**config.mk**
```make
export PLATFORM = sky130hd
export DESIGN_NAME = dco_fll_ctrl
export DESIGN_NICKNAME = d
export VERILOG_FILES = /design/src/rtl/dco_fll_pkg.sv /design/src/rtl/dco_fll_err.sv /design/src/rtl/dco_fll_ctrl.sv
export SDC_FILE = /design/constraint.sdc
export NUM_CORES = 1
export LEC_CHECK = 0
export CORE_AREA = 2 2 103 105
export DETAILED_ROUTE_END_ITERATION = 10
export DIE_AREA = 0 0 105 107
export GPL_ROUTABILITY_DRIVEN = 1
export PLACE_DENSITY = 0.66
export SLEW_MARGIN = 20
export SYNTH_ARGS = -nofsm -noshare
export SYNTH_HDL_FRONTEND = slang
export SYNTH_SLANG_ARGS = --single-unit
export TNS_END_PERCENT = 5
```
**constraint.sdc**
```tcl
create_clock -name clk -period 2.81 [get_ports clk]
set_input_delay 0.562 -clock clk [delete_from_list [all_inputs] [get_ports clk]]
set_output_delay 0.562 -clock clk [all_outputs]
set_load 0.1 [all_outputs]
```
**src/rtl/dco_fll_pkg.sv**
```systemverilog
// Shared types and helpers for the DCO frequency-locked-loop controller.
// Holds the FSM state encoding, default widths and the saturating code step.
package dco_fll_pkg;

    localparam int NBIT_DEF  = 13;
    localparam int CNT_W_DEF = 16;

    typedef enum logic [2:0] {
        ST_IDLE     = 3'd0,
        ST_SAR_MEAS = 3'd1,
        ST_SAR_WAIT = 3'd2,
        ST_TRK_MEAS = 3'd3,
        ST_TRK_WAIT = 3'd4
    } fll_state_t;

    // Width-agnostic +/-1 step clamped to [0, code_max]; callers cast back to the code width.
    function automatic logic [31:0] sat_step(
        input logic [31:0] code,
        input logic        dir,
        input logic [31:0] code_max
    );
        logic [31:0] res;
        if (dir) begin
            res = (code >= code_max) ? code_max : code + 32'd1;
        end else begin
            res = (code == 32'd0) ? 32'd0 : code - 32'd1;
        end
        return res;
    endfunction

endpackage

```
**src/rtl/dco_fll_err.sv**
```systemverilog
// Frequency-error classifier: compares a measured DCO edge count against the target
// and reports whether it lies inside the +/-LOCK_TOL deadband or above/below it.
module dco_fll_err #(
    parameter int CNT_W    = 16,
    parameter int LOCK_TOL = 2
) (
    input  logic [CNT_W-1:0] i_cnt_val,
    input  logic [CNT_W-1:0] i_target_cnt,
    output logic             o_in_tol,
    output logic             o_err_pos,
    output logic             o_err_neg
);

    localparam logic signed [CNT_W:0] TOL = (CNT_W+1)'(LOCK_TOL);

    // One extra bit lets the difference of two unsigned counts be represented without overflow.
    logic signed [CNT_W:0] w_err;

    assign w_err     = $signed({1'b0, i_cnt_val}) - $signed({1'b0, i_target_cnt});
    assign o_err_pos = (w_err > TOL);
    assign o_err_neg = (w_err < -TOL);
    assign o_in_tol  = ~o_err_pos & ~o_err_neg;

endmodule

```
**src/rtl/dco_fll_ctrl.sv**
```systemverilog
// FLL controller for an exponential DCO: SAR acquisition of the code, then bang-bang tracking with lock detect.
// Optional macro FLL_RELOCK_EN: re-run acquisition after RELOCK_N consecutive out-of-tolerance windows.
module dco_fll_ctrl
    import dco_fll_pkg::*;
#(
    parameter int Nbit     = NBIT_DEF,
    parameter int CNT_W    = CNT_W_DEF,
    parameter int LOCK_TOL = 2,
    parameter int LOCK_CNT = 4
`ifdef FLL_RELOCK_EN
   ,parameter int RELOCK_N = 3
`endif
) (
    input  logic             clk,
    input  logic             rstb,
    input  logic             start,
    input  logic             stop,
    input  logic [CNT_W-1:0] target_cnt,
    input  logic [CNT_W-1:0] cnt_val,
    input  logic             cnt_valid,
    output logic             meas_start,
    output logic [Nbit-1:0]  dco_code,
    output logic             busy,
    output logic             locked,
    output logic             lock_lost
);

    localparam int IDX_W = (Nbit > 1) ? $clog2(Nbit) : 1;
    localparam int LC_W  = $clog2(LOCK_CNT + 1);

    localparam logic [Nbit-1:0]  CODE_MID = Nbit'(1) << (Nbit - 1);
    localparam logic [Nbit-1:0]  CODE_MAX = '1;
    localparam logic [IDX_W-1:0] IDX_TOP  = IDX_W'(Nbit - 1);
    localparam logic [LC_W-1:0]  LC_MAX   = LC_W'(LOCK_CNT);

`ifdef FLL_RELOCK_EN
    localparam int RUN_W = $clog2(RELOCK_N + 1);
    localparam logic [RUN_W-1:0] RUN_MAX = RUN_W'(RELOCK_N);
`endif

    fll_state_t       r_state;
    fll_state_t       w_state_nxt;
    logic [Nbit-1:0]  r_code;
    logic [Nbit-1:0]  w_code_nxt;
    logic [IDX_W-1:0] r_idx;
    logic [IDX_W-1:0] w_idx_nxt;
    logic [LC_W-1:0]  r_lock_cnt;
    logic [LC_W-1:0]  w_lock_cnt_nxt;
    logic             r_locked;
    logic             w_locked_nxt;
    logic             r_lock_lost;
    logic             w_lock_lost_nxt;

    logic             w_in_tol;
    logic             w_err_pos;
    logic             w_err_neg;

`ifdef FLL_RELOCK_EN
    logic [RUN_W-1:0] r_run_cnt;
    logic [RUN_W-1:0] w_run_cnt_nxt;
    logic [RUN_W-1:0] w_run_inc;
    logic             r_ever_locked;
    logic             w_ever_locked_nxt;

    assign w_run_inc = (r_run_cnt == RUN_MAX) ? RUN_MAX : r_run_cnt + RUN_W'(1);
`endif

    dco_fll_err #(
        .CNT_W    (CNT_W),
        .LOCK_TOL (LOCK_TOL)
    ) u_err (
        .i_cnt_val    (cnt_val),
        .i_target_cnt (target_cnt),
        .o_in_tol     (w_in_tol),
        .o_err_pos    (w_err_pos),
        .o_err_neg    (w_err_neg)
    );

    // NOTE: every next-value signal gets its hold value first, so no path through this block can infer a latch.
    always_comb begin
        w_state_nxt     = r_state;
        w_code_nxt      = r_code;
        w_idx_nxt       = r_idx;
        w_lock_cnt_nxt  = r_lock_cnt;
        w_locked_nxt    = r_locked;
        w_lock_lost_nxt = 1'b0;
`ifdef FLL_RELOCK_EN
        w_run_cnt_nxt     = r_run_cnt;
        w_ever_locked_nxt = r_ever_locked;
`endif

        if (stop) begin
            // Abort wins over a coincident measurement; the code is left where it was.
            w_state_nxt    = ST_IDLE;
            w_lock_cnt_nxt = '0;
            w_locked_nxt   = 1'b0;
`ifdef FLL_RELOCK_EN
            w_run_cnt_nxt     = '0;
            w_ever_locked_nxt = 1'b0;
`endif
        end else begin
            unique case (r_state)
                ST_IDLE: begin
                    if (start) begin
                        w_state_nxt    = ST_SAR_MEAS;
                        w_code_nxt     = CODE_MID;
                        w_idx_nxt      = IDX_TOP;
                        w_lock_cnt_nxt = '0;
`ifdef FLL_RELOCK_EN
                        w_run_cnt_nxt     = '0;
                        w_ever_locked_nxt = 1'b0;
`endif
                    end
                end

                ST_SAR_MEAS: w_state_nxt = ST_SAR_WAIT;

                ST_SAR_WAIT: begin
                    if (cnt_valid) begin
                        if (cnt_val > target_cnt) begin
                            w_code_nxt[r_idx] = 1'b0;
                        end
                        if (r_idx != '0) begin
                            w_code_nxt[r_idx - IDX_W'(1)] = 1'b1;
                            w_idx_nxt   = r_idx - IDX_W'(1);
                            w_state_nxt = ST_SAR_MEAS;
                        end else begin
                            w_state_nxt = ST_TRK_MEAS;
                        end
                    end
                end

                ST_TRK_MEAS: w_state_nxt = ST_TRK_WAIT;

                ST_TRK_WAIT: begin
                    if (cnt_valid) begin
                        w_state_nxt = ST_TRK_MEAS;
                        if (w_err_pos) begin
                            w_code_nxt     = Nbit'(sat_step(32'(r_code), 1'b0, 32'(CODE_MAX)));
                            w_lock_cnt_nxt = '0;
                        end else if (w_err_neg) begin
                            w_code_nxt     = Nbit'(sat_step(32'(r_code), 1'b1, 32'(CODE_MAX)));
                            w_lock_cnt_nxt = '0;
                        end else if (r_lock_cnt != LC_MAX) begin
                            w_lock_cnt_nxt = r_lock_cnt + LC_W'(1);
                        end
                        w_locked_nxt    = (w_lock_cnt_nxt == LC_MAX);
                        w_lock_lost_nxt = r_locked & ~w_in_tol;
`ifdef FLL_RELOCK_EN
                        if (w_locked_nxt) begin
                            w_ever_locked_nxt = 1'b1;
                        end
                        if (w_in_tol) begin
                            w_run_cnt_nxt = '0;
                        end else if (r_ever_locked && (w_run_inc == RUN_MAX)) begin
                            // Sustained loss of lock: restart acquisition from mid-scale, no tracking step.
                            w_state_nxt   = ST_SAR_MEAS;
                            w_code_nxt    = CODE_MID;
                            w_idx_nxt     = IDX_TOP;
                            w_run_cnt_nxt = '0;
                        end else begin
                            w_run_cnt_nxt = w_run_inc;
                        end
`endif
                    end
                end

                default: w_state_nxt = ST_IDLE;
            endcase
        end
    end

    // NOTE: state registers use non-blocking assignments so all of them update together from pre-edge values.
    always_ff @(posedge clk or negedge rstb) begin
        if (!rstb) begin
            r_state     <= ST_IDLE;
            r_code      <= CODE_MID;
            r_idx       <= '0;
            r_lock_cnt  <= '0;
            r_locked    <= 1'b0;
            r_lock_lost <= 1'b0;
        end else begin
            r_state     <= w_state_nxt;
            r_code      <= w_code_nxt;
            r_idx       <= w_idx_nxt;
            r_lock_cnt  <= w_lock_cnt_nxt;
            r_locked    <= w_locked_nxt;
            r_lock_lost <= w_lock_lost_nxt;
        end
    end

`ifdef FLL_RELOCK_EN
    always_ff @(posedge clk or negedge rstb) begin
        if (!rstb) begin
            r_run_cnt     <= '0;
            r_ever_locked <= 1'b0;
        end else begin
            r_run_cnt     <= w_run_cnt_nxt;
            r_ever_locked <= w_ever_locked_nxt;
        end
    end
`endif

    assign meas_start = (r_state == ST_SAR_MEAS) || (r_state == ST_TRK_MEAS);
    assign busy       = (r_state != ST_IDLE);
    assign dco_code   = r_code;
    assign locked     = r_locked;
    assign lock_lost  = r_lock_lost;

endmodule

```
# ---- Word-level counts from Yosys, hierarchy flattened
# Index checks and enable logic that the tools add are counted.
dict set report classes {
  n_addsub 5
  order_cmp 8
  n_eq_ne 14
  mux 43
  bitwise_logic 9
  n_reduce_logical 17
}
# op n
set ops {}
lappend ops {{$mux W13} 12}
lappend ops {{$mux W3} 13}
lappend ops {{$pmux W13 S3} 1}
lappend ops {{$gt A17 B3 Y1 const B} 1}
lappend ops {{$lt A17 B2 Y1 const B} 1}
lappend ops {{$sub A16 B16 Y17} 1}
lappend ops {{$gt A16 B16 Y1} 1}
lappend ops {{$pmux W3 S5} 1}
lappend ops {{$add A13 B1 Y13 const B} 1}
lappend ops {{$and A13 B13 Y13} 1}
lappend ops {{$ge A13 B13 Y1 const B} 1}
lappend ops {{$logic_not A13 Y1} 1}
lappend ops {{$not A13 Y13} 1}
lappend ops {{$or A13 B13 Y13} 1}
lappend ops {{$sub A13 B1 Y13 const B} 1}
lappend ops {{$mux W4} 3}
lappend ops {{$ne A3 B3 Y1 const B} 4}
lappend ops {{$lt A4 B5 Y1 const B} 2}
lappend ops {{$reduce_bool A3 Y1} 3}
lappend ops {{$demux W1 S4} 2}
lappend ops {{$ge A4 B1 Y1 const B} 2}
lappend ops {{$mux W1} 8}
lappend ops {{$ne A2 B2 Y1 const B} 4}
lappend ops {{$pmux W4 S2} 1}
lappend ops {{other kinds (19)} 29}
dict set report totals {
  register_bits 25
  out_inout_bits 17
  wordCells 102
}

# ---- Longest topological paths before layout
# Gate-level depths: netlist (run 1).
dict set report logic_depth {
  word_depth 14
  depth_mapped 15
  depth_no_buf 13
}

# ---- Modules after synthesis
# Synthesis (run 1) repeated with hierarchy kept, for this count alone.
dict set report unflattened {
  cells_unflattened 494
  hier_area_um2 3768.6
}
# mod n_inst cells_each area_each_um2 seq_area_each_um2
set by_module_without_submodules {}
lappend by_module_without_submodules {dco_fll_ctrl 1 346 2706.3 626.9}
lappend by_module_without_submodules {dco_fll_err 1 148 1062.3 0.0}

# ---- Least setup slack after synthesis (run 1)
# OpenSTA, ideal clock, no wires.
dict set report synth_timing {
  kind {input -> register}
  from {input port cnt_val[0]}
  to {register r_code[6], in the netlist dco_code[6]}
  setup_ns 0.132
  arrival_time_ns 3.641
  required_ns 2.678
  slack_ns -0.963
  path_stages 14
  path_cell_list {inv_1 > ha_1 > fa_1 > nand2b_1 > a21oi_1 > o311ai_1 > or4_1 > a21o_1 > or4_4 > and3_4 > buf_6 > buf_8 > a221oi_2 > o22ai_1}
}
dict set report synth_between {
  elab_chain_len 9
  word_cells_on_any_way 16
  cone_classes {add/sub: 1; order compare: 3; eq/ne: 1; mux: 9; bitwise: 1; reduce/logical: 1}
}
# element line
set synth_rtl {}
lappend synth_rtl {{from (decl)} dco_fll_ctrl.sv:19} ;# input logic [CNT_W-1:0] cnt_val,
lappend synth_rtl {{parallel branches: the longest is 9 deep, another holds $sub A16 B16 Y17} -}
lappend synth_rtl {{to (signal assigned)} dco_fll_ctrl.sv:184} ;# r_code <= w_code_nxt;
lappend synth_rtl {{to (decl)} dco_fll_ctrl.sv:43} ;# logic [Nbit-1:0] r_code;
# Parallel ways; which one is timed is not known. The select of a mux whose other input is x is not followed.
# A chain may end at the register's enable or synchronous reset.

# ---- Worst setup path after layout (run 1)
dict set report layout_timing {
  from {input port cnt_val[4]}
  to {register r_lock_cnt[1]}
}
dict set report layout_between {
  elab_chain_len 10
  word_cells_on_any_way 11
  cone_classes {add/sub: 1; order compare: 2; mux: 8}
}
# element line
set layout_rtl {}
lappend layout_rtl {{$sub A16 B16 Y17 (*)} dco_fll_err.sv:19} ;# assign w_err = $signed({1'b0, i_cnt_val}) - $signed({1'b0, i_target_cnt});
lappend layout_rtl {{$lt A17 B2 Y1} dco_fll_err.sv:21} ;# assign o_err_neg = (w_err < -TOL);
lappend layout_rtl {{$mux W3} dco_fll_ctrl.sv:141} ;# end else if (w_err_neg) begin
lappend layout_rtl {{$mux W3 (*)} dco_fll_ctrl.sv:138} ;# if (w_err_pos) begin
lappend layout_rtl {{$mux W3 (*)} dco_fll_ctrl.sv:136} ;# if (cnt_valid) begin
lappend layout_rtl {{$mux W3 (*)} dco_fll_ctrl.sv:102} ;# unique case (r_state)
lappend layout_rtl {{$mux W3 (*)} dco_fll_ctrl.sv:92} ;# if (stop) begin
lappend layout_rtl {{$mux W3 (*)} dco_fll_ctrl.sv:136}
lappend layout_rtl {{$pmux W3 S2 (*)} dco_fll_ctrl.sv:102}
lappend layout_rtl {{$mux W3 (*)} dco_fll_ctrl.sv:92}
lappend layout_rtl {{to (signal assigned)} dco_fll_ctrl.sv:186} ;# r_lock_cnt <= w_lock_cnt_nxt;
lappend layout_rtl {{to (decl)} dco_fll_ctrl.sv:47} ;# logic [LC_W-1:0] r_lock_cnt;
# Every way passes the cells marked *; elsewhere a longest branch is shown, timed or not. The select of a mux whose other input is x is not followed.

==> results of run 1 <==
==> flip-flops by register name, indices dropped and copies added (netlist names) <==
signal / flops
locked: 1
r_state: 3
r_lock_cnt: 3
dco_code: 13
lock_lost: 1
r_idx: 4
==> layout by cell type (no fill, tap or decap), types with 5 or more instances in the layout <==
cell	instances
buf_4	108
nor2_1	39
nand2_1	37
inv_1	30
a21oi_1	26
dfrtp_1	24
o21ai_0	18
dlygate4sd2_1	18
nor3_1	17
nand3_1	17
xnor2_1	16
ha_4	14
ha_1	12
inv_2	11
clkdlybuf4s50_1	10
buf_6	10
a21o_1	9
and3_1	9
or3_1	7
o22ai_1	7
nor2b_1	6
o21ai_1	6
nand4_1	6
a31oi_1	6
o211ai_1	6
and2_1	5
a221oi_2	5
xor2_1	5
a211oi_2	5
==> power by group <==
group          internal (mW)  switching [mW]
Sequential             0.385          0.0381
Combinational          0.501           0.612
Clock                  0.101           0.142
==> layout make-up <==
cell class	count	share of cell area, %
clock buffers	3	0.786
well taps	136	3.24
flip-flops and latches	25	11.9
inverters	42	3.24
clock inverters	1	0.143
multi-input cells	374	56.5
repair buffers	154	24.1
==> Yosys cell counts (all sizes together) (3+ instances only) <==
cell type	instances	area share (%)
a31oi	6	1.1
a21o	10	2.2
clkbuf	14	1.5
a221oi	7	2.7
buf	11	2.3
mux2i	4	1.2
xnor2	16	4.1
nand4	6	1.1
xor2	6	1.5
nor4	4	0.73
o21ai	26	3.9
nor2	40	4.4
dfrtp	24	17
or2	3	0.55
o211ai	6	1.3
a21oi	31	4.8
inv	42	4.6
nand3	18	2.6
a222oi	3	0.87
nor3	20	2.9
nor2b	6	1.1
nor3b	3	0.80
a22oi	4	0.87
a211oi	6	1.3
nand2	37	4.0
o22ai	8	1.5
o21a	3	0.66
o31ai	3	0.66
and3	10	2.0
ha	26	9.5
a21boi	4	0.87
and2	6	1.1
nand2b	4	0.73
a311oi	3	0.95
or3	8	1.5
==> logic make-up after synthesis <==
family / after synthesis
AND/OR/NAND/NOR: 175
AO/OA/AOI/OAI: 143
buffers and inverters: 67
adder cells (fa/ha/maj): 27
flip-flops: 25
XOR/XNOR: 22
multiplexers: 6
==> timing repair <==
item	in CTS	in global routing
pin swaps	48	11
gates cloned	1	0
endpoints found under the setup margin	18	18
buffers inserted	14	1
resized for setup	124	11
hold endpoints to repair	0	0
==> per-layer routing <==
metal	vias up	GRT usage, %	routed length (um)
met1	1899	23.3	4560
li1	1980	-	-
met3	34	2.25	559
met2	135	36.2	5710
met4	0	7.71	361
met5	-	0	0
==> per-stage QoR <==
| stage | hold WS, ns | util [%] | TNS [ns] | cells |
|---|---|---|---|---|
| 6_report | 0.557 | 52.1 | -11.88 | 735 |
| 5_1_grt | 0.603 | 52.1 | -15.21 | 735 |
| 4_1_cts | 0.561 | 51.5 | -10.17 | 734 |
| 3_5_place_dp | 0.537 | 46.2 | -26.38 | 715 |
| 3_3_place_gp | 0.522 | 46.2 | -24.66 | 715 |
| 2_1_floorplan | 0.266 | - | -11.49 | 465 |
==> path summary, 6_finish.rpt <==
path | end | cells after the start
setup / recovery | r_lock_cnt[1] | 14
hold / removal | lock_lost | 2
setup reg to reg | dco_code[4] | 8
hold reg to reg | lock_lost | 2
max in group asynchronous | dco_code[12] | 2
min in group asynchronous | dco_code[6] | 2
==> critical path, delay by kind of cell <==
family	cells	cell delay [ns]
fa+ha+maj	1	0.25
buf+inv	3	0.64
simple gates	2	0.59
compound gates	7	1.63
xor+xnor	1	0.12
==> results.md, run 1 <==
- Status: complete, but fails checks
- Violated checks: negative setup slack
- Top Ports: 54
- DRC Markers: 0
- Mean area per synthesized cell: 7.39 sq um
- Multiplexer share of the synthesized area: 1.82%
- Main combinational cell family by area after synthesis: compound AO/OA/AOI/OAI gates
- Tot GR Track Use: 19.7%
- Crit. Startpoint: cnt_val[4]
- Worst hold start: locked
- CTS H-tree depth: 1
- Post-synth EDFFs: 0
- Worst skew pair latency: around 0.28 ns
- First DRT Iteration DRCs: 192
- Crit-path max FO: 5
- Slew @ Worst Pin: 0.615 ns
- Pwr dens: 339 mW/mm^2
- Die footprint: 0.0112 sq mm
- Layout Skew: between 0.007 and 0.008 ns
- Area fraction in compound gates after synthesis: approximately 30%
- Global-route wire length before repair: between 15 and 20 mm
- Final Cycle Share: 127%
- Post-Place Cell Area: between 0.004 and 0.005 sq mm
- Ys flop type: dfrtp_1
- Dpl hpwl: a little over 8 mm
- Yosys cell types: 77
- Minimum clock period: 3.56 ns
- Type of origin of the critical path: primary input
- Vias/cell: 5.51
- Area growth syn-to-layout: 52.9%
- Static Leakage: approximately 2.3 nW
- Mapped cell area: about 0.0034 sq mm
- Final worst slack: -0.754 ns
- Final setup viols: 18
- Adder-Cell Fraction of Synth Area: 10.0%
- RSZ-0062 raised after global routing: true
- CTS max path bufs: 2
- # rows: 37
- Vias in the first global route: a little over 4000
- CP Cell Sequence: dlygate4sd2_1 > ha_4 > a21o_1 > buf_4 > a21oi_1 > a21oi_1 > a2111oi_1 > buf_4 > xnor2_1 > nand4_1 > o32ai_4 > nor3b_4 > a41oi_2 > o21ai_1
- Worst path max stage delay: about 0.48 ns
- GPL Wtd Cong: 0.877
- Synth Net Count: 529
- Largest net degree at the start of global routing: 26
- Final ANT Viol Nets: 0
- Core area: approximately 0.01 sq mm
- Routed len/inst: 15.2 um
- CTS buffer count: 3
- Starting density of the core: 34.1%
- Net count, final: 664
- Global route overflow: 0
- Yosys warns: 0
- Hold_buf cts: 0
- Data arrival time of the worst path: between 3 and 4 ns
- Hold WC Path Type: flip-flop to flip-flop
- FF+latch count, synth: 25
- Port bufs: 53
- Simple-Gate Fraction of Synth Area: approximately a quarter
- Relative max-transition margin: between 50% and 60%
- DR pass1 iterations: 6
- Initial antenna violation count: 0
- # diodes: 0
- Register area: between 600 and 700 sq um
- Via total after detailed routing: 4048
- Root buffer cell: clkbuf_8
- Final hold vios: 0
- Die W: 105 um
- R2R Setup Slk: -0.06 ns
- TritonCTS clock tree: yes
- Worst-path clk slew: ~0.1 ns
- Sink Count: 25
- WP data required: between 3 and 4 ns
- Fillers: 991
- Fmax: 281 MHz
- Crit. End Element: flip-flop
- Post-synth ARST share: 100%
- Critical path type: primary input to flip-flop
- Layout cells sized above 1: around a third
- Max VDD drop: 0.182 mV
- Pre-CTS WS: -1.61 ns
- XOR/XNOR share of the synthesized area: between 5 and 6%
- Slew Limit Fails: 0
- Final WL: 11.2 mm
- Seq/Total Area, Yosys: 18.2%
- Max cap viols: 0
- Synth Instances: 465
- CP max stage cell: a2111oi_1
- Reg-to-reg startpoint: dco_code[6]
- Tot Pwr: 1.78 mW
- Die height: about 110 um
- Multi-input logic area: 0.00297 sq mm
- Final instance area: 0.00526 sq mm
Note: power is estimated with default switching activity, not from simulation.
==> run 2, diff against run 1 <==
- CTS_CLUSTER_SIZE: unset -> 20
==> results of run 2 <==
No change in the layout: final DEF, timing and power equal those of run 1.
==> variant (flow settings as in run 2) <==
The option `FLL_RELOCK_EN` is turned on by a define.
--- a/src/rtl/dco_fll_ctrl.sv
+++ b/src/rtl/dco_fll_ctrl.sv
@@ -2,2 +2,4 @@
 // Optional macro FLL_RELOCK_EN: re-run acquisition after RELOCK_N consecutive out-of-tolerance windows.
+`define FLL_RELOCK_EN
+
 module dco_fll_ctrl
Behaviour: same outputs for any inputs over 10 cycles, from zero or initial values and one cycle with rstb low; that may be too few to reach the edited logic, so the function may still have changed.
==> variant against run 2 <==
  * The run still ends with setup timing left
  * Design area rose by 13%
  * Global-route usage rose by 3.6 points
  * Setup slack improved by 0.22 ns
  * Synthesized cell count rose by 14%
  * Synthesized area rose by 14%
  * Sequential cell count rose by 3
  * Total power rose by 9.6%
  * Routed wire length rose by 23%
  * Count of clock-buffer cells in the layout rose by 1
  * Critical path type unchanged
  * Critical endpoint is now dco_code[6]$_DFFE_PN0P_
  * Largest power group unchanged
==> variant: results (changes against run 2) <==
[grt]
first_global_vias=4493  ; +9.1%
use_met1_pct=31.9  ; +8.5 points
grt_use_met2_pct=38.8  ; +2.6 points
grt_max_degree=29  ; +12%
use_met3_pct=3.34  ; +1.1 points
grt_pass1_wl_mm=21.8  ; +17%

[finish]
drive_gt1_share_pct=36.7  ; +1.4 points
multiInputGateArea_um2=3400  ; +14%
seq_share_pct=11.8  ; -0.13 points
clockBufferCount=4  ; +1
fillers=896  ; -9.6%
area_share_clock_buf_inv_pct=0.926  ; -0.0030 points
inverters=38  ; -9.5%
final_nets=744  ; +12%
num-multi-input-gates=430  ; +15%
design.seq.count=28  ; +12%
num-nonclk-buffers=179  ; +16%

[detailed_routing]
wl_met3_um=824  ; +47%
drtIter0Drc=359  ; +87%
wire_per_inst_um=16.9  ; +11%
vias_per_cell=5.85  ; +6.1%
route.met2.wl_mm=6.48  ; +14%

[setup_path]
cp_slowest_cell=a32oi_4
critPathMaxFanout=7  ; +2
rrSetupSlack_ns=0.36  ; +0.42 ns

[sta]
layout_setup_ws_ns=-0.538  ; +0.216 ns
relSlewSlack_pct=68.2  ; +9.7 points
setup_viol=26  ; +8
final.setup.tns_ns=-11.33  ; +0.559 ns

[run_status]
violations=setup timing
status=finished with violations

[synthesis]
synth.distinct_cells=76  ; -1.3%
synth.net_count=592  ; +12%
ys_seq_area_share_pct=18.0  ; -0.25 points
synth_common_cells=nand2_1, a21oi_1, o21ai_0

[placed_design]
dpl.hpwl_mm=9.96  ; +23%
pre_cts_ws_ns=-1.37  ; +0.240 ns

[pwr]
ir_drop_mv=0.222  ; +22%
leakagePower_nw=2.62  ; +12%

[cts]
ctsResizeCount=99  ; -20%
post_cts_buffers=19  ; +5

## variant: cell count changes in the layout (fill, tap and decap cells not counted), moves of 5 or more
cell,change
a21oi_1,+15
buf_4,+23
dlymetal6s2s_1,+5
inv_1,-6
nand2_1,+10
nor2_1,-11
o21ai_0,+17
xnor2_1,-8
## variant: stage by stage
step | instance area [um2] | utilization [%] | std cells | power [W] | hold slack (ns)
after floorplan | 3910 | - | 528 | 0.00108 | 0.266
after global placement | 5080 | 50.4 | 774 | 0.00143 | 0.469
after detailed placement | 5080 | 50.4 | 774 | 0.00144 | 0.487
after CTS | 5630 | 55.8 | 798 | 0.00183 | 0.513
after global routing | 5950 | 58.9 | 815 | 0.00206 | 0.553
final | 5950 | 58.9 | 815 | 0.00195 | 0.499
## variant: power breakdown
group / switching (W) / internal (W) / leakage (nW)
clock network: 0.000143 / 0.000126 / 0.0288
registers: 0.0000468 / 0.000424 / 0.378
logic: 0.000660 / 0.000552 / 2.21
## variant: worst paths after layout
kind	startpoint	to	depth (start not counted)
worst max-delay path	target_cnt[0]	dco_code[6]$_DFFE_PN0P_	14
worst min-delay path	r_run_cnt[0]$_DFFE_PN0P_	r_run_cnt[0]$_DFFE_PN0P_	2
worst max register to register	dco_code[0]$_DFFE_PN0P_	dco_code[6]$_DFFE_PN0P_	11
worst min register to register	r_run_cnt[0]$_DFFE_PN0P_	r_run_cnt[0]$_DFFE_PN0P_	2
max in group asynchronous	rstb	dco_code[12]$_DFFE_PN1P_	2
min in group asynchronous	rstb	r_lock_cnt[2]$_DFFE_PN0P_	2
## variant: kinds of logic after synthesis
logic type	synth area share, %
AND/OR/NAND/NOR	26.1
AO/OA/AOI/OAI	35.0
buffers and inverters	7.99
flip-flops	18.0
adder cells (fa/ha/maj)	8.85
XOR/XNOR	3.37
multiplexers	0.770
